$ cat src/rtl/wb_arbiter.sv
`default_nettype none
// ============================================================================
// Module      : wb_arbiter
// Description : Shared register-file write-port arbiter. The in-order MEM/WB
//               pipe result competes with the out-of-order multiplier and
//               divider results. Each unit owns a single-entry buffer with a
//               wait counter; a buffer that has waited STARVE_LIMIT unfrozen
//               cycles is force-granted, stalling the pipe for that cycle.
//               The granted write reaches wb_* one cycle later.
// Ports       : clk, Rst (async, active-low)     - clock / reset
//               freeze                           - hold all state
//               pipe_valid/rd/data/fpusrc        - in-order pipe result
//               pipe_stall                       - pipe result not consumed
//               {mul,div}_valid/rd/data/fpusrc   - unit result offer
//               {mul,div}_ready                  - unit buffer can accept
//               wb_valid/rd/data/fpusrc          - registered write port
// Revision    : 1.0 - initial release
// ============================================================================
module wb_arbiter #(
  parameter int unsigned STARVE_LIMIT = 4
) (
  input  logic        clk,
  input  logic        Rst,
  input  logic        freeze,
  input  logic        pipe_valid,
  input  logic [4:0]  pipe_rd,
  input  logic [31:0] pipe_data,
  input  logic        pipe_fpusrc,
  input  logic        mul_valid,
  output logic        mul_ready,
  input  logic [4:0]  mul_rd,
  input  logic [31:0] mul_data,
  input  logic        mul_fpusrc,
  input  logic        div_valid,
  output logic        div_ready,
  input  logic [4:0]  div_rd,
  input  logic [31:0] div_data,
  input  logic        div_fpusrc,
  output logic        wb_valid,
  output logic [4:0]  wb_rd,
  output logic [31:0] wb_data,
  output logic        wb_fpusrc,
  output logic        pipe_stall
);

  localparam logic [3:0] C_LIMIT    = 4'(STARVE_LIMIT);
  localparam logic [1:0] C_SEL_NONE = 2'd0;
  localparam logic [1:0] C_SEL_PIPE = 2'd1;
  localparam logic [1:0] C_SEL_MUL  = 2'd2;
  localparam logic [1:0] C_SEL_DIV  = 2'd3;

  // Unit buffers
  logic        r_mul_full;
  logic [4:0]  r_mul_rd;
  logic [31:0] r_mul_data;
  logic        r_mul_fpusrc;
  logic [3:0]  r_mul_wait;
  logic        r_div_full;
  logic [4:0]  r_div_rd;
  logic [31:0] r_div_data;
  logic        r_div_fpusrc;
  logic [3:0]  r_div_wait;

  logic        w_mul_force;
  logic        w_div_force;
  logic        w_force;
  logic [1:0]  w_sel;
  logic [4:0]  w_gnt_rd;
  logic [31:0] w_gnt_data;
  logic        w_gnt_fpusrc;
  logic        w_wr_en;

  assign w_mul_force = r_mul_full && (r_mul_wait == C_LIMIT);
  assign w_div_force = r_div_full && (r_div_wait == C_LIMIT);
  assign w_force     = w_mul_force || w_div_force;

  // Ready depends only on buffer state, freeze and reset, never on the
  // current grant, so a buffer drained by a grant accepts one cycle later.
  assign mul_ready  = Rst && !r_mul_full && !freeze;
  assign div_ready  = Rst && !r_div_full && !freeze;
  assign pipe_stall = !freeze && pipe_valid && w_force;

  // Grant priority: starved buffer (mul first), pipe, mul, div.
  always_comb begin
    w_sel        = C_SEL_NONE;
    w_gnt_rd     = 5'd0;
    w_gnt_data   = 32'd0;
    w_gnt_fpusrc = 1'b0;
    if (w_mul_force) begin
      w_sel = C_SEL_MUL;
    end else if (w_div_force) begin
      w_sel = C_SEL_DIV;
    end else if (pipe_valid) begin
      w_sel = C_SEL_PIPE;
    end else if (r_mul_full) begin
      w_sel = C_SEL_MUL;
    end else if (r_div_full) begin
      w_sel = C_SEL_DIV;
    end
    case (w_sel)
      C_SEL_PIPE: begin
        w_gnt_rd     = pipe_rd;
        w_gnt_data   = pipe_data;
        w_gnt_fpusrc = pipe_fpusrc;
      end
      C_SEL_MUL: begin
        w_gnt_rd     = r_mul_rd;
        w_gnt_data   = r_mul_data;
        w_gnt_fpusrc = r_mul_fpusrc;
      end
      C_SEL_DIV: begin
        w_gnt_rd     = r_div_rd;
        w_gnt_data   = r_div_data;
        w_gnt_fpusrc = r_div_fpusrc;
      end
      default: begin
        w_gnt_rd     = 5'd0;
        w_gnt_data   = 32'd0;
        w_gnt_fpusrc = 1'b0;
      end
    endcase
  end

  // Integer x0 writes are consumed but never reach the register file.
  assign w_wr_en = (w_sel != C_SEL_NONE) && ((w_gnt_rd != 5'd0) || w_gnt_fpusrc);

  always_ff @(posedge clk or negedge Rst) begin
    if (!Rst) begin
      r_mul_full   <= 1'b0;
      r_mul_rd     <= 5'd0;
      r_mul_data   <= 32'd0;
      r_mul_fpusrc <= 1'b0;
      r_mul_wait   <= 4'd0;
    end else if (!freeze) begin
      if (w_sel == C_SEL_MUL) begin
        r_mul_full <= 1'b0;
        r_mul_wait <= 4'd0;
      end else if (r_mul_full) begin
        if (r_mul_wait != C_LIMIT) begin
          r_mul_wait <= r_mul_wait + 4'd1;
        end
      end else if (mul_valid) begin
        r_mul_full   <= 1'b1;
        r_mul_rd     <= mul_rd;
        r_mul_data   <= mul_data;
        r_mul_fpusrc <= mul_fpusrc;
        r_mul_wait   <= 4'd0;
      end
    end
  end

  always_ff @(posedge clk or negedge Rst) begin
    if (!Rst) begin
      r_div_full   <= 1'b0;
      r_div_rd     <= 5'd0;
      r_div_data   <= 32'd0;
      r_div_fpusrc <= 1'b0;
      r_div_wait   <= 4'd0;
    end else if (!freeze) begin
      if (w_sel == C_SEL_DIV) begin
        r_div_full <= 1'b0;
        r_div_wait <= 4'd0;
      end else if (r_div_full) begin
        if (r_div_wait != C_LIMIT) begin
          r_div_wait <= r_div_wait + 4'd1;
        end
      end else if (div_valid) begin
        r_div_full   <= 1'b1;
        r_div_rd     <= div_rd;
        r_div_data   <= div_data;
        r_div_fpusrc <= div_fpusrc;
        r_div_wait   <= 4'd0;
      end
    end
  end

  // Write-port fields only move on a real write so they stay stable
  // after wb_valid drops.
  always_ff @(posedge clk or negedge Rst) begin
    if (!Rst) begin
      wb_valid  <= 1'b0;
      wb_rd     <= 5'd0;
      wb_data   <= 32'd0;
      wb_fpusrc <= 1'b0;
    end else if (!freeze) begin
      wb_valid <= w_wr_en;
      if (w_wr_en) begin
        wb_rd     <= w_gnt_rd;
        wb_data   <= w_gnt_data;
        wb_fpusrc <= w_gnt_fpusrc;
      end
    end
  end

endmodule
`default_nettype wire

$ cat config.mk
export PLATFORM = sky130hd
export DESIGN_NAME = wb_arbiter
export DESIGN_NICKNAME = d
export VERILOG_FILES = /design/src/rtl/wb_arbiter.sv
export SDC_FILE = /design/constraint.sdc
export NUM_CORES = 1
export LEC_CHECK = 0
export CAP_MARGIN = 10
export CORE_MARGIN = 1.5
export CORE_UTILIZATION = 30
export DETAILED_ROUTE_END_ITERATION = 16
export MAX_ROUTING_LAYER = met4
export PLACE_DENSITY_LB_ADDON = 0.3
export SKIP_LAST_GASP = 1
export SLEW_MARGIN = 5
export SYNTH_ARGS = -nofsm -noshare
export SYNTH_HDL_FRONTEND = slang
export SYNTH_SLANG_ARGS = --single-unit
$ cat constraint.sdc
create_clock -name clk -period 3.1 [get_ports clk]
set_input_delay 0.31 -clock clk [delete_from_list [all_inputs] [get_ports clk]]
set_output_delay 0.31 -clock clk [all_outputs]
set_load 0.03 [all_outputs]
; ---- Yosys cells after proc, flatten, opt, wreduce, memory -nomap -nowiden
; Index checks and enable logic that the tools add are counted.
[totals]
regBits = 125
latchBits = 0
ramBits = 0
romBits = 0
in_bits = 120
out_inout_bits = 42
word_cells = 75
mem_count = 0
[op_classes]
n_addsub = 2
n_mul = 0
div = 0
magnitude_cmp = 0
n_eq_ne = 9
shift = 0
n_mux = 22
n_bitwise = 5
n_reduce_logical = 23
[ops]
columns = cell, n
row1 = 32-bit one-hot mux with 3 select lines, 1
row2 = 4-bit two-way mux, 8
row3 = 5-bit one-hot mux with 3 select lines, 1
row4 = 2-bit two-way mux, 5
row5 = 1-bit logical AND, 9
row6 = "4-bit by 1-bit adder with 4-bit output, second input constant", 2
row7 = "4-bit by 3-bit == test with 1-bit output, second input constant", 2
row8 = "4-bit by 3-bit != test with 1-bit output, second input constant", 2
row9 = 4-bit AND reduction, 2
row10 = 1-bit two-way mux, 6
row11 = "3-bit by 1-bit != test with 1-bit output, second input constant", 2
row12 = 3-bit AND reduction, 2
row13 = 3-bit nonzero test, 2
row14 = 1-bit inverter, 5
row15 = 5-bit nonzero test, 1
row16 = "2-bit == test, second input constant", 2
row17 = 1-bit zero test, 3
row18 = 1-bit one-hot mux with 3 select lines, 1
row19 = "2-bit by 1-bit == test with 1-bit output, second input constant", 1
row20 = 1-bit logical OR, 2
row21 = 2-bit AND reduction, 1
row22 = 2-bit nonzero test, 1

; ---- Longest topological paths before layout
[depth]
depth_word = 11
mapped_depth = 10
ltp_nobuf = 8

; ---- Worst setup path after synthesis
; No wires, ideal clock.
[synth_timing]
path_type = register -> register
from = register r_mul_wait[0]
to = register wb_data[10]
t_arrival_ns = 2.320
required_ns = 2.975
setup_slack_ns = 0.655
stages_incl_launch_ff = 11
n_path_buf = 2
period_less_slack_ns = 2.445
cell_sequence = dfrtp_1 -> inv_1 -> ha_1 -> and4b_4 -> a211oi_4 -> buf_4 -> a22oi_1 -> and3_4 -> a21oi_4 -> buf_8 -> mux2_4
[synth_between]
elab_chain_cells = 9
elab_cells_between_ends = 14
classes_between = 4 x eq/ne / 4 x mux / 6 x reduce/logical
[synth_rtl]
columns = element, line_no
row1 = "start, declared", 57  ; logic [3:0] r_mul_wait;
row2 = "start signal, assigned", 140  ; r_mul_wait <= r_mul_wait + 4'd1;
row3 = 4-bit by 3-bit == test with 1-bit output (*), 73  ; assign w_mul_force = r_mul_full && (r_mul_wait == C_LIMIT);
row4 = 1-bit logical AND (*), 73
row5 = 2-bit two-way mux (*), 89  ; if (w_mul_force) begin
row6 = 2-bit == test / 2-bit by 1-bit == test with 1-bit output (equally long branches), 100  ; case (w_sel)
row7 = 5-bit one-hot mux with 3 select lines, 100
row8 = 5-bit nonzero test, 125  ; assign w_wr_en = (w_sel != C_SEL_NONE) && ((w_gnt_rd != 5'd0) || w_gnt_fpusrc);
row9 = 1-bit logical OR, 125
row10 = 1-bit logical AND, 125
row11 = 2-bit AND reduction (no source line), n/a
row12 = "end signal, assigned", 189  ; wb_data <= w_gnt_data;
row13 = "end, declared", 41  ; output logic [31:0] wb_data,
; Mark *: on every way between the ends. The rest lies on a longest branch, timed or not.
; A chain may end at the register's enable or synchronous reset.

; ---- Worst setup path in the final report
[layout_timing]
from = register r_mul_wait[0]
to = register wb_data[31]
; Same word-level chain as after synthesis.

==> flow_metrics.tcl <==
set metrics [dict create \
    cts-root-buf "clkbuf_16" \
    vias_per_cell 4.86 \
    start_util 0.306 \
    cts-hold-fix-buffers 0 \
    clockPowerShare 0.247 \
    synth_top_area_share 0.546 \
    clock-sinks 125 \
    drc 0 \
    pwr-share-seq 0.358 \
    routed_wl_microns 14800 \
    vias 4199 \
    holdWs_ps 23.7 \
    switching_share 0.342 \
    finalHoldViolCount 0 \
    dieArea_sq_um 19900 \
    power.switching_w 0.00285 \
    drt_first_iter_violations 161 \
    p_int_w 0.00547 \
    fin_area_sq_um 8230 \
    setup_violations 0 \
    crit_family "compound AO/OA/AOI/OAI gates" \
    synth-seq-cells 125 \
    antenna_found_initial 0 \
    ir_drop_uv 445 \
    antenna_left 0 \
    setup_tns_ps 0 \
    synth_cell_types 44 \
    power_density_nw_per_um2 1010 \
    grt_overflow 0 \
    finalWeightedCongestion 0.805 \
    ys_seq_area_frac 0.546 \
    yosysTopAreaCell "dfrtp_1" \
    power.leakage_nw 3.56 \
    port_buffers 161 \
    crit_required_ps 3390 \
    rows 50 \
    pre_cts_slack_ps 157 \
    cp_cell_sequence "inv_1 -> ha_1 -> and4b_4 -> a211oi_4 -> a222oi_1 -> and4_4 -> a21oi_4 -> buf_12 -> mux2_2" \
    clk_path_buf_depth 2 \
    crit_slowest_cell "dfrtp_1" \
    yosysWarnings 0 \
    arrival_ps 3060 \
    seq_area_sq_um 3130 \
    cp_max_fo 16 \
    wl_per_cell_microns 17.2 \
    synthArstFlopShare 1.00 \
    multiInputGateArea_sq_um 2410 \
    cts_inserted_buffers 17 \
    tightest_slew_ps 1020 \
    rsz0062_at_grt "false" \
    ys_top_cells_by_area "dfrtp_1 (55%), mux2_2 (16%), mux2_4 (7.1%)" \
    hp-class "primary input to asynchronous set/reset pin" \
    syn_inst 451 \
    syn_avg_cell_area_sq_um 12.7 \
    start_kind "flop" \
    grt_usage 0.160 \
    syn2layout_area_growth_pct 43.7 \
    postCtsSetupRepairBufs 0 \
    layout.nets 741 \
    ys_dominant_reg_cell "dfrtp_1" \
    finalMaxSlewViolations 0 \
    dieWidth_microns 141 \
    core_sq_um 18700 \
    htreeDepth 4 \
    place_hpwl_microns 10600 \
    cts_tree "built" \
    die-height_microns 141 \
    fill_cells 1684 \
    max_stage_delay_ps 410 \
    grt_pass1_vias 4549 \
    cp-end-kind "flop" \
    path_buf_inv 2 \
    crit_type "flop to flop" \
    timing.final.crit_share 0.894 \
    timing.fmax_ghz 0.361 \
    layout_setup_ws_ps 329 \
    syn-num-nets 575 \
    grt_pass1_wl_microns 23900 \
    antenna_cells 0 \
    timing.final.crit_period_ps 2770 \
    p_comb_frac 0.396 \
    boundaryPins 162 \
    grt_max_degree 126 \
    relSlewSlack 0.321 \
    clock_latency_ps 410 \
    place_area_sq_um 7610 \
    drive_above_1_share 0.259 \
    status "complete, no violations" \
    worst_clock_skew_ps 6.59 \
    syn_area_sq_um 5730 \
    cts.reportedPaths.clkPinSlew_ps 60 \
    cts_resized 0 \
    drv_cap 0 \
    dr.pass1.iters 5 \
    synth_enable_flop_cells 0 \
]
## cell families after synthesis
family	synth area share
compound gates	0.0975
fa+ha+maj	0.00874
buf+inv	0.0347
flops	0.546
mux	0.235
simple gates	0.0774
## power groups by stage
stage | registers, W | clock network [W] | logic (W)
after floorplan | 0.00330 | 0 | 0.00180
after global placement | 0.00296 | 0 | 0.00323
after detailed placement | 0.00299 | 0 | 0.00332
after CTS | 0.00298 | 0.00212 | 0.00333
after global routing | 0.00308 | 0.00220 | 0.00355
final | 0.00298 | 0.00205 | 0.00329
## worst reg2reg max path: cells and delay by family, from the launching register on
kind	cells	cell delay, ps
adders and majority gates	1	210
AOI/OAI and AO/OA	3	900
DFF	1	410
and+or+nand+nor	2	490
muxes	1	370
buffers and inverters	2	270
## per-stage QoR
step / power, W / utilization / cells
final: 0.00832 / 0.440 / 864
after CTS: 0.00842 / 0.440 / 864
after global placement: 0.00620 / 0.407 / 832
after detailed placement: 0.00631 / 0.407 / 832
after floorplan: 0.00511 / - / 451
after global routing: 0.00883 / 0.440 / 864
## registers in the layout, summed over array words and instances (netlist names), 4 cells and up
register    flops
r_mul_data     32
r_div_rd        5
wb_data        32
r_mul_wait      4
r_mul_rd        5
wb_rd           5
r_div_data     32
r_div_wait      4
## placed cells by master (no fill, tap or decap), drive strengths merged, types with 2 or more instances in the layout
cell type      netlist  layout
nand2               73      73
a21boi               2       2
a21o                 3       3
o22ai                3       3
nor3                 3       3
buf                  9      12
ha                   4       4
clkinv               1       6
o21ai               11      11
nand2b               3       3
nand4b               2       2
mux2i                3       3
mux2               108     108
a21oi                8       8
clkinvlp             0       3
and4b                2       2
nand3                2       2
bufinv               0       3
a41oi                2       2
a22oi               35      35
inv                 12      14
clkbuf              16      19
and3                 3       3
nor2                 5       5
o31ai                2       2
a222oi               3       3
dfrtp              125     125
clkdlybuf4s50        0     160
## path summary, 6_finish.rpt
check                      slack (ps)  cells after the start           from     endpoint
min in group clk                  480                      1       wb_valid     wb_valid
setup / recovery                  330                      9  r_mul_wait[0]  wb_data[31]
hold reg to reg                   480                      1       wb_valid     wb_valid
max in group asynchronous        2450                      2            Rst  wb_data[15]
hold / removal                     20                      2            Rst  wb_data[22]
setup reg to reg                  330                      9  r_mul_wait[0]  wb_data[31]
## metal layers
metal | vias to the layer above | track usage | routed length (microns)
met2 | 128 | 0.250 | 7070
met4 | 0 | 0.0477 | 205
li1 | 1953 | - | -
met3 | 18 | 0.0520 | 924
met1 | 2100 | 0.197 | 6630
met5 | - | - | 0
## Yosys cell counts, types with 4 or more instances
cell type / number
a21oi_1: 7
a22oi_1: 35
clkbuf_1: 16
dfrtp_1: 125
ha_1: 4
inv_1: 12
mux2_2: 81
mux2_4: 27
nand2_1: 73
nor2_1: 5
o21ai_0: 9
## final cells by class
| type | count | area share |
|---|---|---|
| repair buffers | 172 | 0.210 |
| flip-flops and latches | 125 | 0.380 |
| clock buffers | 19 | 0.0550 |
| multi-input cells | 288 | 0.293 |
| well taps | 234 | 0.0356 |
| clock inverters | 13 | 0.0198 |
| inverters | 13 | 0.00593 |
No activity file was read; power rests on OpenSTA's default activity.
